**src/rtl/t05_least_pair_scan.sv**
```systemverilog
// Streams every entry of a value memory and keeps the two smallest nonzero values with their indices.
// Optional macro T05_LEAST_PAIR_SAT_SUM_EN makes the pair sum saturate on carry-out and raise ovf.
module t05_least_pair_scan #(
  parameter  int VAL_W    = 64,
  parameter  int NUM_LEAF = 256,
  parameter  int NUM_NODE = 128,
  localparam int TOTAL    = NUM_LEAF + NUM_NODE,
  localparam int IDX_W    = $clog2(TOTAL)
) (
  input  logic             clk,
  input  logic             nrst,
  input  logic             start,
  input  logic             abort,
  output logic             rd_en,
  output logic [IDX_W-1:0] rd_idx,
  input  logic [VAL_W-1:0] rd_val,
  output logic             busy,
  output logic             done,
  output logic [IDX_W-1:0] least1_idx,
  output logic [IDX_W-1:0] least2_idx,
  output logic             least1_leaf,
  output logic             least2_leaf,
  output logic [1:0]       found,
  output logic [VAL_W-1:0] sum,
  output logic             ovf
);

  typedef enum logic [1:0] {IDLE, SCAN, DRAIN, DONE} state_t;

  localparam logic [IDX_W-1:0] LAST_IDX = IDX_W'(TOTAL - 1);
  localparam logic [IDX_W-1:0] LEAF_LIM = IDX_W'(NUM_LEAF);

  state_t             state_q, state_d;
  logic [IDX_W-1:0]   rd_idx_q, rd_idx_d;
  logic [IDX_W-1:0]   cmp_idx_q;
  logic               cmp_vld_q;
  logic               launch, finish;

  logic [VAL_W-1:0]   best1_val_q, best1_val_d, best2_val_q, best2_val_d;
  logic [IDX_W-1:0]   best1_idx_q, best1_idx_d, best2_idx_q, best2_idx_d;
  logic [1:0]         cnt_q, cnt_d;

  logic [IDX_W-1:0]   l1_idx_q, l2_idx_q;
  logic               l1_leaf_q, l2_leaf_q;
  logic [1:0]         found_q;
  logic [VAL_W-1:0]   sum_q, sum_d;
  logic               ovf_q, ovf_d;

  always_comb begin
    state_d  = state_q;
    rd_idx_d = rd_idx_q;
    launch   = 1'b0;
    finish   = 1'b0;
    case (state_q)
      IDLE: begin
        rd_idx_d = '0;
        if (start && !abort) begin
          state_d = SCAN;
          launch  = 1'b1;
        end
      end
      SCAN: begin
        if (abort) begin
          state_d  = IDLE;
          rd_idx_d = '0;
        end else if (rd_idx_q == LAST_IDX) begin
          state_d = DRAIN;
        end else begin
          rd_idx_d = rd_idx_q + 1'b1;
        end
      end
      DRAIN: begin
        rd_idx_d = '0;
        if (abort) begin
          state_d = IDLE;
        end else begin
          state_d = DONE;
          finish  = 1'b1;
        end
      end
      DONE:    state_d = IDLE;
      default: state_d = IDLE;
    endcase
  end

  // Strict less-than keeps the earlier (lower) index on equal values.
  always_comb begin
    best1_val_d = best1_val_q;
    best1_idx_d = best1_idx_q;
    best2_val_d = best2_val_q;
    best2_idx_d = best2_idx_q;
    cnt_d       = cnt_q;
    if (launch) begin
      best1_val_d = '1;
      best1_idx_d = '0;
      best2_val_d = '1;
      best2_idx_d = '0;
      cnt_d       = 2'd0;
    end else if (cmp_vld_q && (rd_val != '0)) begin
      cnt_d = (cnt_q == 2'd2) ? 2'd2 : cnt_q + 2'd1;
      if (rd_val < best1_val_q) begin
        best2_val_d = best1_val_q;
        best2_idx_d = best1_idx_q;
        best1_val_d = rd_val;
        best1_idx_d = cmp_idx_q;
      end else if (rd_val < best2_val_q) begin
        best2_val_d = rd_val;
        best2_idx_d = cmp_idx_q;
      end
    end
  end

`ifdef T05_LEAST_PAIR_SAT_SUM_EN
  logic [VAL_W:0] sum_full;
  assign sum_full = {1'b0, best1_val_d} + {1'b0, best2_val_d};
  always_comb begin
    sum_d = '0;
    ovf_d = 1'b0;
    if (cnt_d == 2'd2) begin
      sum_d = sum_full[VAL_W] ? {VAL_W{1'b1}} : sum_full[VAL_W-1:0];
      ovf_d = sum_full[VAL_W];
    end
  end
`else
  always_comb begin
    sum_d = '0;
    ovf_d = 1'b0;
    if (cnt_d == 2'd2) sum_d = best1_val_d + best2_val_d;
  end
`endif

  always_ff @(posedge clk or negedge nrst) begin
    if (!nrst) begin
      state_q     <= IDLE;
      rd_idx_q    <= '0;
      cmp_idx_q   <= '0;
      cmp_vld_q   <= 1'b0;
      best1_val_q <= '1;
      best1_idx_q <= '0;
      best2_val_q <= '1;
      best2_idx_q <= '0;
      cnt_q       <= 2'd0;
      l1_idx_q    <= '0;
      l2_idx_q    <= '0;
      l1_leaf_q   <= 1'b0;
      l2_leaf_q   <= 1'b0;
      found_q     <= 2'd0;
      sum_q       <= '0;
      ovf_q       <= 1'b0;
    end else begin
      state_q     <= state_d;
      rd_idx_q    <= rd_idx_d;
      cmp_idx_q   <= rd_idx_q;
      cmp_vld_q   <= (state_q == SCAN) && !abort;
      best1_val_q <= best1_val_d;
      best1_idx_q <= best1_idx_d;
      best2_val_q <= best2_val_d;
      best2_idx_q <= best2_idx_d;
      cnt_q       <= cnt_d;
      // Results are captured from the next-state bests so the final drained value is included.
      if (finish) begin
        found_q   <= cnt_d;
        l1_idx_q  <= (cnt_d != 2'd0) ? best1_idx_d : '0;
        l1_leaf_q <= (cnt_d != 2'd0) && (best1_idx_d < LEAF_LIM);
        l2_idx_q  <= (cnt_d == 2'd2) ? best2_idx_d : '0;
        l2_leaf_q <= (cnt_d == 2'd2) && (best2_idx_d < LEAF_LIM);
        sum_q     <= sum_d;
        ovf_q     <= ovf_d;
      end
    end
  end

  assign rd_en       = (state_q == SCAN);
  assign rd_idx      = rd_idx_q;
  assign busy        = (state_q != IDLE);
  assign done        = (state_q == DONE);
  assign least1_idx  = l1_idx_q;
  assign least2_idx  = l2_idx_q;
  assign least1_leaf = l1_leaf_q;
  assign least2_leaf = l2_leaf_q;
  assign found       = found_q;
  assign sum         = sum_q;
  assign ovf         = ovf_q;

endmodule

```
**config.mk**
```make
export PLATFORM = sky130hd
export DESIGN_NAME = t05_least_pair_scan
export DESIGN_NICKNAME = d
export VERILOG_FILES = /design/src/rtl/t05_least_pair_scan.sv
export SDC_FILE = /design/constraint.sdc
export NUM_CORES = 1
export LEC_CHECK = 0
export CAP_MARGIN = 10
export CORE_MARGIN = 3
export CORE_UTILIZATION = 39
export CTS_CLUSTER_DIAMETER = 150
export DETAILED_ROUTE_END_ITERATION = 10
export GPL_TIMING_DRIVEN = 0
export PLACE_DENSITY = 0.63
export SLEW_MARGIN = 20
export SYNTH_ARGS = -nofsm -noshare
export SYNTH_HDL_FRONTEND = slang
export SYNTH_SLANG_ARGS = --single-unit
```
**constraint.sdc**
```tcl
create_clock -name clk -period 11.5 [get_ports clk]
set_input_delay 2.3 -clock clk [delete_from_list [all_inputs] [get_ports clk]]
set_output_delay 2.3 -clock clk [all_outputs]
set_load 0.1 [all_outputs]
```
==> results of run 1 <==
worst max-delay path by stage:
stage,start,end,slack [ns],depth (start not counted)
3_3_place_gp,nrst,sum[45],-2.92,1
2_1_floorplan,rd_val[39],sum[46],3.88,25
5_1_grt,rd_val[46],sum[57],0.56,26
6_report,rd_val[46],sum[57],1.00,26
3_5_place_dp,rd_val[46],sum[51],0.51,25
4_1_cts,rd_val[46],sum[51],1.14,25
final cells by class:
cell class              instances  area, µm²
fillers                      4371      23200
multi-input cells            1502      10000
flip-flops and latches        255       6540
repair buffers                168       1740
clock buffers                  44        907
well taps                     592        741
inverters                     180        676
plain buffers                 110        467
clock inverters                14        215
diodes                          2       5.00
power groups by stage:
stage | Combinational, mW | Clock, mW | Sequential, mW
after floorplan | 1.52 | 0 | 1.19
after global placement | 2.05 | 0 | 1.22
after detailed placement | 2.08 | 0 | 1.23
after CTS | 2.09 | 1.10 | 1.21
after global routing | 2.36 | 1.14 | 1.23
final | 2.12 | 1.08 | 1.22
cell usage in the layout, fill, tap and decap left out, types with 80 or more instances in the layout:
cell	Yosys	routed
a21oi_1	197	197
clkbuf_1	74	80
clkdlybuf4s50_1	0	164
dfrtp_1	127	127
dfstp_2	128	128
ha_1	191	191
inv_1	180	180
nand2_1	212	212
nand3_1	164	164
o21ai_0	164	164
metal layers:
layer / up-vias / track usage / wire length, µm
met4: 6 / 0.0765 / 1710
li1: 7850 / - / -
met2: 512 / 0.408 / 28200
met5: - / 0 / 35
met1: 8080 / 0.339 / 27000
met3: 95 / 0.0494 / 4240
registers in the layout, summed over array words and instances (netlist names), 2 cells and up:
signal	cells
state_q	2
cnt_q	2
rd_idx	9
least1_idx	9
best2_val_q	64
least2_idx	9
best1_idx_q	9
found	2
sum	64
best1_val_q	64
cmp_idx_q	9
best2_idx_q	9
logic make-up after synthesis:
family / after synthesis
other cells: 1
buf+inv: 290
fa+ha+maj: 192
flops: 255
simple gates: 588
xor+xnor: 52
compound gates: 666
mux: 3
per-stage QoR:
| stage | std cells | setup TNS [ns] | power [mW] | hold WS, ns |
|---|---|---|---|---|
| after floorplan | 2047 | 0 | 2.71 | 0.479 |
| after global placement | 2804 | -368.32 | 3.27 | 0.458 |
| after detailed placement | 2807 | 0 | 3.31 | 0.452 |
| after CTS | 2865 | 0 | 4.41 | 0.469 |
| after global routing | 2865 | 0 | 4.73 | 0.494 |
| final | 2867 | 0 | 4.42 | 0.469 |
==> results.ini, run 1 <==
[placement]
post-place-ws_ns = 0.515
port_buffers = 165
place_hpwl_um = 47500
routabilityCongestion = 0.946
place_area_mm2 = 0.0202

[clock_tree]
cts_root_buf = clkbuf_16
cts.sinks = 255
clock_latency_ns = 0.60
clkSlewWorstSetupHoldPaths_ns = 0.06
cts_buffer_depth = 3
cts-resized-gates = 0
cts_hold_buf = 0
tritoncts.num_buffers = 31
post_cts.repair.setup_buffers = 0
cts_tree = built
cts_max_level = 1

[worst_setup_path]
startpoint_type = input port
endpoint_kind = flop
arrival_ns = 10.98
r2r_setup_slack_ns = 2.81
slowest_delay_ns = 1.02
critical_path_class = input port to flop
critical_path_buf_inv_count = 5
crit_required_ns = 11.98
regToRegStartpoint = best1_val_q[46]
critical-path-top-delay-family = compound AO/OA/AOI/OAI gates
slowest_stage = nor4_1
worstReg2RegEnd = sum[57]
critPathMaxFanout = 10
rr_worst_depth = 26

[hold_path]
holdCritStartpoint = rd_idx[1]
whs_endpoint = cmp_idx_q[1]
hold_depth = 0
hold_class = flop to flop

[sta]
finalWorstSetupSlack_ns = 1.00
skew_ns = 0.0187
relSlewSlack = 0.207
fin_crit_ns = 10.50
slew_viol_final = 0
hold_viol_final = 0
finalCritPeriodShare = 0.913
rsz0062_at_grt = false
tightest_slew_ns = 1.19
fmax_ghz = 0.0952
setup_viol = 0

[global_routing]
grt_pass1_wl_um = 94300
grt_pass1_vias = 16300
antenna_found_initial = 5
grt_max_degree = 81
track_usage = 0.251
overflow = 0

[yosys]
yosys.area_share.simple = 0.158
synth_top_family_by_area = compound AO/OA/AOI/OAI gates
synth_area_leaders = dfstp_2 (19%), dfrtp_1 (18%), ha_1 (14%)
synth_fp_nets = 2307
synth_common_cells = nand2_1 (212), a21oi_1 (197), ha_1 (191)
ys_warn_count = 0
synth_fa_ha_area_frac = 0.136
syn_avg_cell_area_um2 = 8.64
synth_async_sr_flop_share = 1.00
synth.most_common_cell = nand2_1
synth_seq_cells = 255
syn_inst = 2047
muxShareOfSynthArea = 0.00177
synth_ff_type = dfstp_2
synth_edf_count = 0
netlist_area_mm2 = 0.0177
synth.distinct_cells = 74
synth_xor_area_frac = 0.0257
synth_top_area_cell = dfstp_2
yosysSeqAreaShare = 0.370
synth_compound_area_frac = 0.244
yosys.area.top_type_share = 0.190

[floorplan]
fp.dieArea_mm2 = 0.0480
rows = 77
core_area_mm2 = 0.0445
initial_utilization = 0.397
dieWidth_um = 219
dieHeight_um = 219
io_pins = 167

[routing]
drt-total-wl_um = 61200
via_per_inst = 5.77
drtPass1Iterations = 5
vias = 16500
post_drt_wl_per_cell_um = 21.3
drc = 0
postRouteAntennaNets = 0
drt-initial-drc-count = 1075

[finish]
drive_gt1_frac = 0.104
final_area_mm2 = 0.0213
area_delta_synth_final_pct = 20.4
finish.utilization = 0.479
fin_nets = 2508

[power_and_ir_drop]
p_switching_mw = 1.83
swShare = 0.414
power.density_mw_per_mm2 = 207
clock_power_share = 0.245
p_leak_nw = 9.90
irDropWorstVdd_mv = 0.140
internal_power_mw = 2.59
seq_power_share = 0.276
pwr-share-comb = 0.479

[flow_run]
cap_viol_max_count = 0

[outcome]
status = finished clean

No activity file was read; power rests on OpenSTA's default activity.
==> run 2, diff against run 1 <==
Settings changed: CORE_ASPECT_RATIO set to 1.75, CORE_UTILIZATION 39 to 55, PLACE_DENSITY 0.63 to 0.82.
==> results.ini, run 2 (synthesis results as in run 1) <==
[outcome]
status = finished clean

[floorplan]
initial_utilization = 0.559
dieHeight_um = 243
fp.dieArea_mm2 = 0.0344
dieWidth_um = 142
rows = 86
core_area_mm2 = 0.0316
io_pins = 167

[sta]
relSlewSlack = 0.246
fin_crit_ns = 10.83
slew_viol_final = 0
finalCritPeriodShare = 0.941
setup_viol = 0
rsz0062_at_grt = false
fmax_ghz = 0.0924
tightest_slew_ns = 1.12
skew_ns = 0.0263
hold_viol_final = 0

[clock_tree]
clkSlewWorstSetupHoldPaths_ns = 0.06
tritoncts.num_buffers = 26
cts_root_buf = clkbuf_16
cts_max_level = 1
post_cts.repair.setup_buffers = 0
cts_tree = built
clock_latency_ns = 0.57
cts_hold_buf = 0
cts_buffer_depth = 3
cts.sinks = 255
cts-resized-gates = 0

[worst_setup_path]
arrival_ns = 11.26
critical_path_class = input port to flop
crit_required_ns = 11.94
crit_start = rd_val[30]
startpoint_type = input port
critPathMaxFanout = 10
regToRegStartpoint = best1_val_q[29]
r2r_setup_slack_ns = 2.55
endpoint_kind = flop

[finish]
layout_commonest_cell = nand2_1
area_delta_synth_final_pct = 17.8
finish.utilization = 0.659
num_antenna_cells = 0
fin_nets = 2502
nFillCells = 2655
drive_gt1_frac = 0.102
final_cell_mix = nand2_1 (212), a21oi_1 (197), ha_1 (191), inv_1 (180)
final_area_mm2 = 0.0208
layout.cells.non_filler = 2658

[placement]
dp_cells = 2610
routabilityCongestion = 1.05
port_buffers = 165
place_area_mm2 = 0.0199
place_hpwl_um = 48900

[hold_path]
holdCritStartpoint = found[1]
hold_class = flop to flop

[routing]
post_drt_wl_per_cell_um = 24.3
drc = 0
drt-total-wl_um = 64700
vias = 17400
drtPass1Iterations = 9
via_per_inst = 6.55
postRouteAntennaNets = 0
drt-initial-drc-count = 1491

[global_routing]
grt_max_degree = 102
grt_pass1_wl_um = 99300
track_usage = 0.370
overflow = 0
grt_pass1_vias = 18200
antenna_found_initial = 0
use_met1 = 0.375
grt_use_met3 = 0.0676
globalRouteMet2Util = 0.647
grt-busiest-layer = met2

[power_and_ir_drop]
report.power.total_mw = 4.38
p_leak_nw = 9.78
irDropWorstVdd_mv = 0.138
power.density_mw_per_mm2 = 210

[flow_run]
cap_viol_max_count = 0

[run 2: cell count changes in the layout (fill, tap and decap cells not counted), moves of 3 or more]
cell,change
clkbuf_16,-6
clkbuf_8,+5
clkinvlp_4,+3
clkinv_2,-3
clkbuf_1,-3
bufinv_16,-3
[run 2: cell type report]
class / instances / area, µm² / area share
Buffer: 110 / 465 / 0.0223
Clock buffer: 39 / 811 / 0.0389
Clock inverter: 9 / 114 / 0.00546
Inverter: 180 / 676 / 0.0324
Multi-Input combinational cell: 1502 / 10000 / 0.481
Sequential cell: 255 / 6540 / 0.314
Tap cell: 396 / 495 / 0.0238
Timing Repair Buffer: 167 / 1710 / 0.0821
[run 2: final timing paths]
path | cells after the start | end
hold reg to reg | 2 | found[1]
hold / removal | 2 | found[1]
setup reg to reg | 26 | sum[57]
min in group asynchronous | 1 | sum[3]
setup / recovery | 26 | sum[57]
max in group asynchronous | 2 | best2_val_q[28]
[run 2: worst max-delay path, cell delays in order]
cell and delay (ns):
clkdlybuf4s50_1 0.62, ha_1 0.43, nand4_1 0.15, nor3_2 0.72, o21ai_0 0.23, o211ai_1 0.48
a221o_1 0.36, a31oi_4 0.20, buf_2 0.26, nand2_1 0.32, clkbuf_1 0.75, clkbuf_1 0.65
nand2_1 0.12, nand3_1 0.13, ha_1 0.15, clkbuf_1 0.24, nand4_1 0.28, nor4_1 0.42
nand2_1 0.16, a211oi_1 0.70, o211ai_1 0.28, and2_1 0.22, a21boi_0 0.49, a31o_2 0.26
a211oi_1 0.07, a221o_1 0.27
[run 2: routing by layer]
metal	wire length, µm	vias up
li1	-	7806
met1	21100	8273
met2	32300	941
met3	4570	391
met4	6700	0
met5	0	-
[run 2: report_power, final]
group	total, mW	internal, mW	switching, mW	leakage, nW
Combinational	2.24	0.808	1.43	6.22
Clock	0.925	0.533	0.392	0.448
Sequential	1.22	1.12	0.0989	3.11
[run 2: stage by stage]
step           setup slack [ns]  TNS, ns  hold WS (ns)
2_1_floorplan              3.88        0         0.479
3_3_place_gp              -2.55  -319.72         0.452
3_5_place_dp              0.471        0         0.466
4_1_cts                    1.01        0         0.481
5_1_grt                   0.628        0         0.495
6_report                  0.675        0         0.480
==> run 3, diff against run 2 <==
Settings changed: CORE_MARGIN 3 to not set, CTS_BUF_LIST set to sky130_fd_sc_hd__clkbuf_8.
==> results.ini, run 3 (synthesis results as in run 1) <==
[finish]
fin_nets = 2519
layout_commonest_cell = nand2_1
drive_gt1_frac = 0.110
final_cell_mix = nand2_1 (212), a21oi_1 (197), inv_1 (191), ha_1 (191)
area_delta_synth_final_pct = 17.8
layout.cells.non_filler = 2691

[routing]
vias = 17300
drt-initial-drc-count = 1119
drtPass1Iterations = 5
drt-total-wl_um = 65400
post_drt_wl_per_cell_um = 24.3
drc = 0
postRouteAntennaNets = 0
via_per_inst = 6.42

[clock_tree]
clkSlewWorstSetupHoldPaths_ns = 0.07
cts.sinks = 255
tritoncts.num_buffers = 42
post_cts.repair.setup_buffers = 0
cts_root_buf = clkbuf_8
cts_max_level = 2
cts_tree = built
clock_latency_ns = 0.62
cts_buffer_depth = 3
cts-resized-gates = 0
cts_hold_buf = 0

[sta]
skew_ns = 0.0257
setup_viol = 0
tightest_slew_ns = 1.17
fmax_ghz = 0.0919
hold_viol_final = 0
relSlewSlack = 0.211
finalCritPeriodShare = 0.947
fin_crit_ns = 10.89
rsz0062_at_grt = false
slew_viol_final = 0

[floorplan]
rows = 86
io_pins = 167
fp.dieArea_mm2 = 0.0329
dieWidth_um = 138
dieHeight_um = 239
core_area_mm2 = 0.0315
initial_utilization = 0.561

[power_and_ir_drop]
swShare = 0.449
pwr-share-comb = 0.516
internal_power_mw = 2.41
seq_power_share = 0.279
p_switching_mw = 1.96
clock_power_share = 0.206
power.density_mw_per_mm2 = 210
irDropWorstVdd_mv = 0.126
report.power.total_mw = 4.37
p_leak_nw = 9.85

[outcome]
status = finished clean

[hold_path]
hold_class = flop to flop
holdCritStartpoint = rd_idx[4]

[flow_run]
cap_viol_max_count = 0

[placement]
place_hpwl_um = 50200
dp_cells = 2610
port_buffers = 165
routabilityCongestion = 1.03

[worst_setup_path]
endpoint_kind = flop
critPathMaxFanout = 10
startpoint_type = input port
crit_start = rd_val[30]
critical_path_class = input port to flop
regToRegStartpoint = best1_val_q[28]
crit_required_ns = 12.01
arrival_ns = 11.39

[global_routing]
grt_pass1_wl_um = 97300
antenna_found_initial = 2
grt_pass1_vias = 17500
overflow = 0
track_usage = 0.402
grt_max_degree = 103

[run 3: metrics by stage]
stage	cell area (µm²)	TNS [ns]	hold WS, ns	worst slack, ns	util
2_1_floorplan	17700	0	0.479	3.88	-
3_3_place_gp	19800	-329.82	0.449	-2.64	0.629
3_5_place_dp	19900	0	0.453	0.450	0.631
4_1_cts	20800	0	0.473	1.09	0.660
5_1_grt	20800	0	0.500	0.530	0.661
6_report	20800	0	0.477	0.614	0.661
[run 3: power groups by stage]
stage | logic, mW | clock network [mW] | registers, mW
after floorplan | 1.52 | 0 | 1.19
after global placement | 2.14 | 0 | 1.22
after detailed placement | 2.18 | 0 | 1.23
after CTS | 2.19 | 0.900 | 1.21
after global routing | 2.45 | 0.935 | 1.23
final | 2.25 | 0.899 | 1.22
[run 3: worst paths after layout]
check                      depth (start not counted)  slack [ns]             to
min reg2reg                                        0        0.48   cmp_idx_q[4]
min                                                0        0.48   cmp_idx_q[4]
min in group asynchronous                          1        1.72         sum[2]
max in group asynchronous                          2        8.76  least1_idx[0]
max                                               26        0.61        sum[57]
max reg2reg                                       26        2.46        sum[57]
[run 3: routing by layer]
metal | GRT usage | share of wire | vias up
met4 | 0.381 | 0.11 | 0
met1 | 0.389 | 0.33 | 8228
met2 | 0.708 | 0.50 | 850
met5 | 0 | 0 | -
met3 | 0.0656 | 0.061 | 340
li1 | - | - | 7850
[run 3: final cells by class]
class / instances / area [µm²]
multi-input cells: 1502 / 10000
well taps: 396 / 495
fillers: 2718 / 10700
diodes: 2 / 5.00
clock inverters: 27 / 216
flip-flops and latches: 255 / 6540
plain buffers: 110 / 465
repair buffers: 168 / 1720
inverters: 180 / 676
clock buffers: 51 / 702
[run 3: worst max-delay path, cell delays in order]
cell and delay (ns):
clkdlybuf4s50_1 0.62, ha_1 0.42, nand4_1 0.13, nor3_1 0.77
o21ai_0 0.20, o211ai_1 0.35, a221o_1 0.34, a31oi_4 0.20
buf_2 0.26, nand2_1 0.31, clkbuf_1 0.80, clkbuf_1 0.70
nand2_1 0.11, nand3_1 0.14, ha_1 0.16, clkbuf_1 0.27
nand4_1 0.28, nor4_1 0.41, nand2_1 0.20, a211oi_1 0.80
o211ai_1 0.31, and2_1 0.24, a21boi_0 0.45, a31o_2 0.25
a211oi_1 0.07, a221o_1 0.27
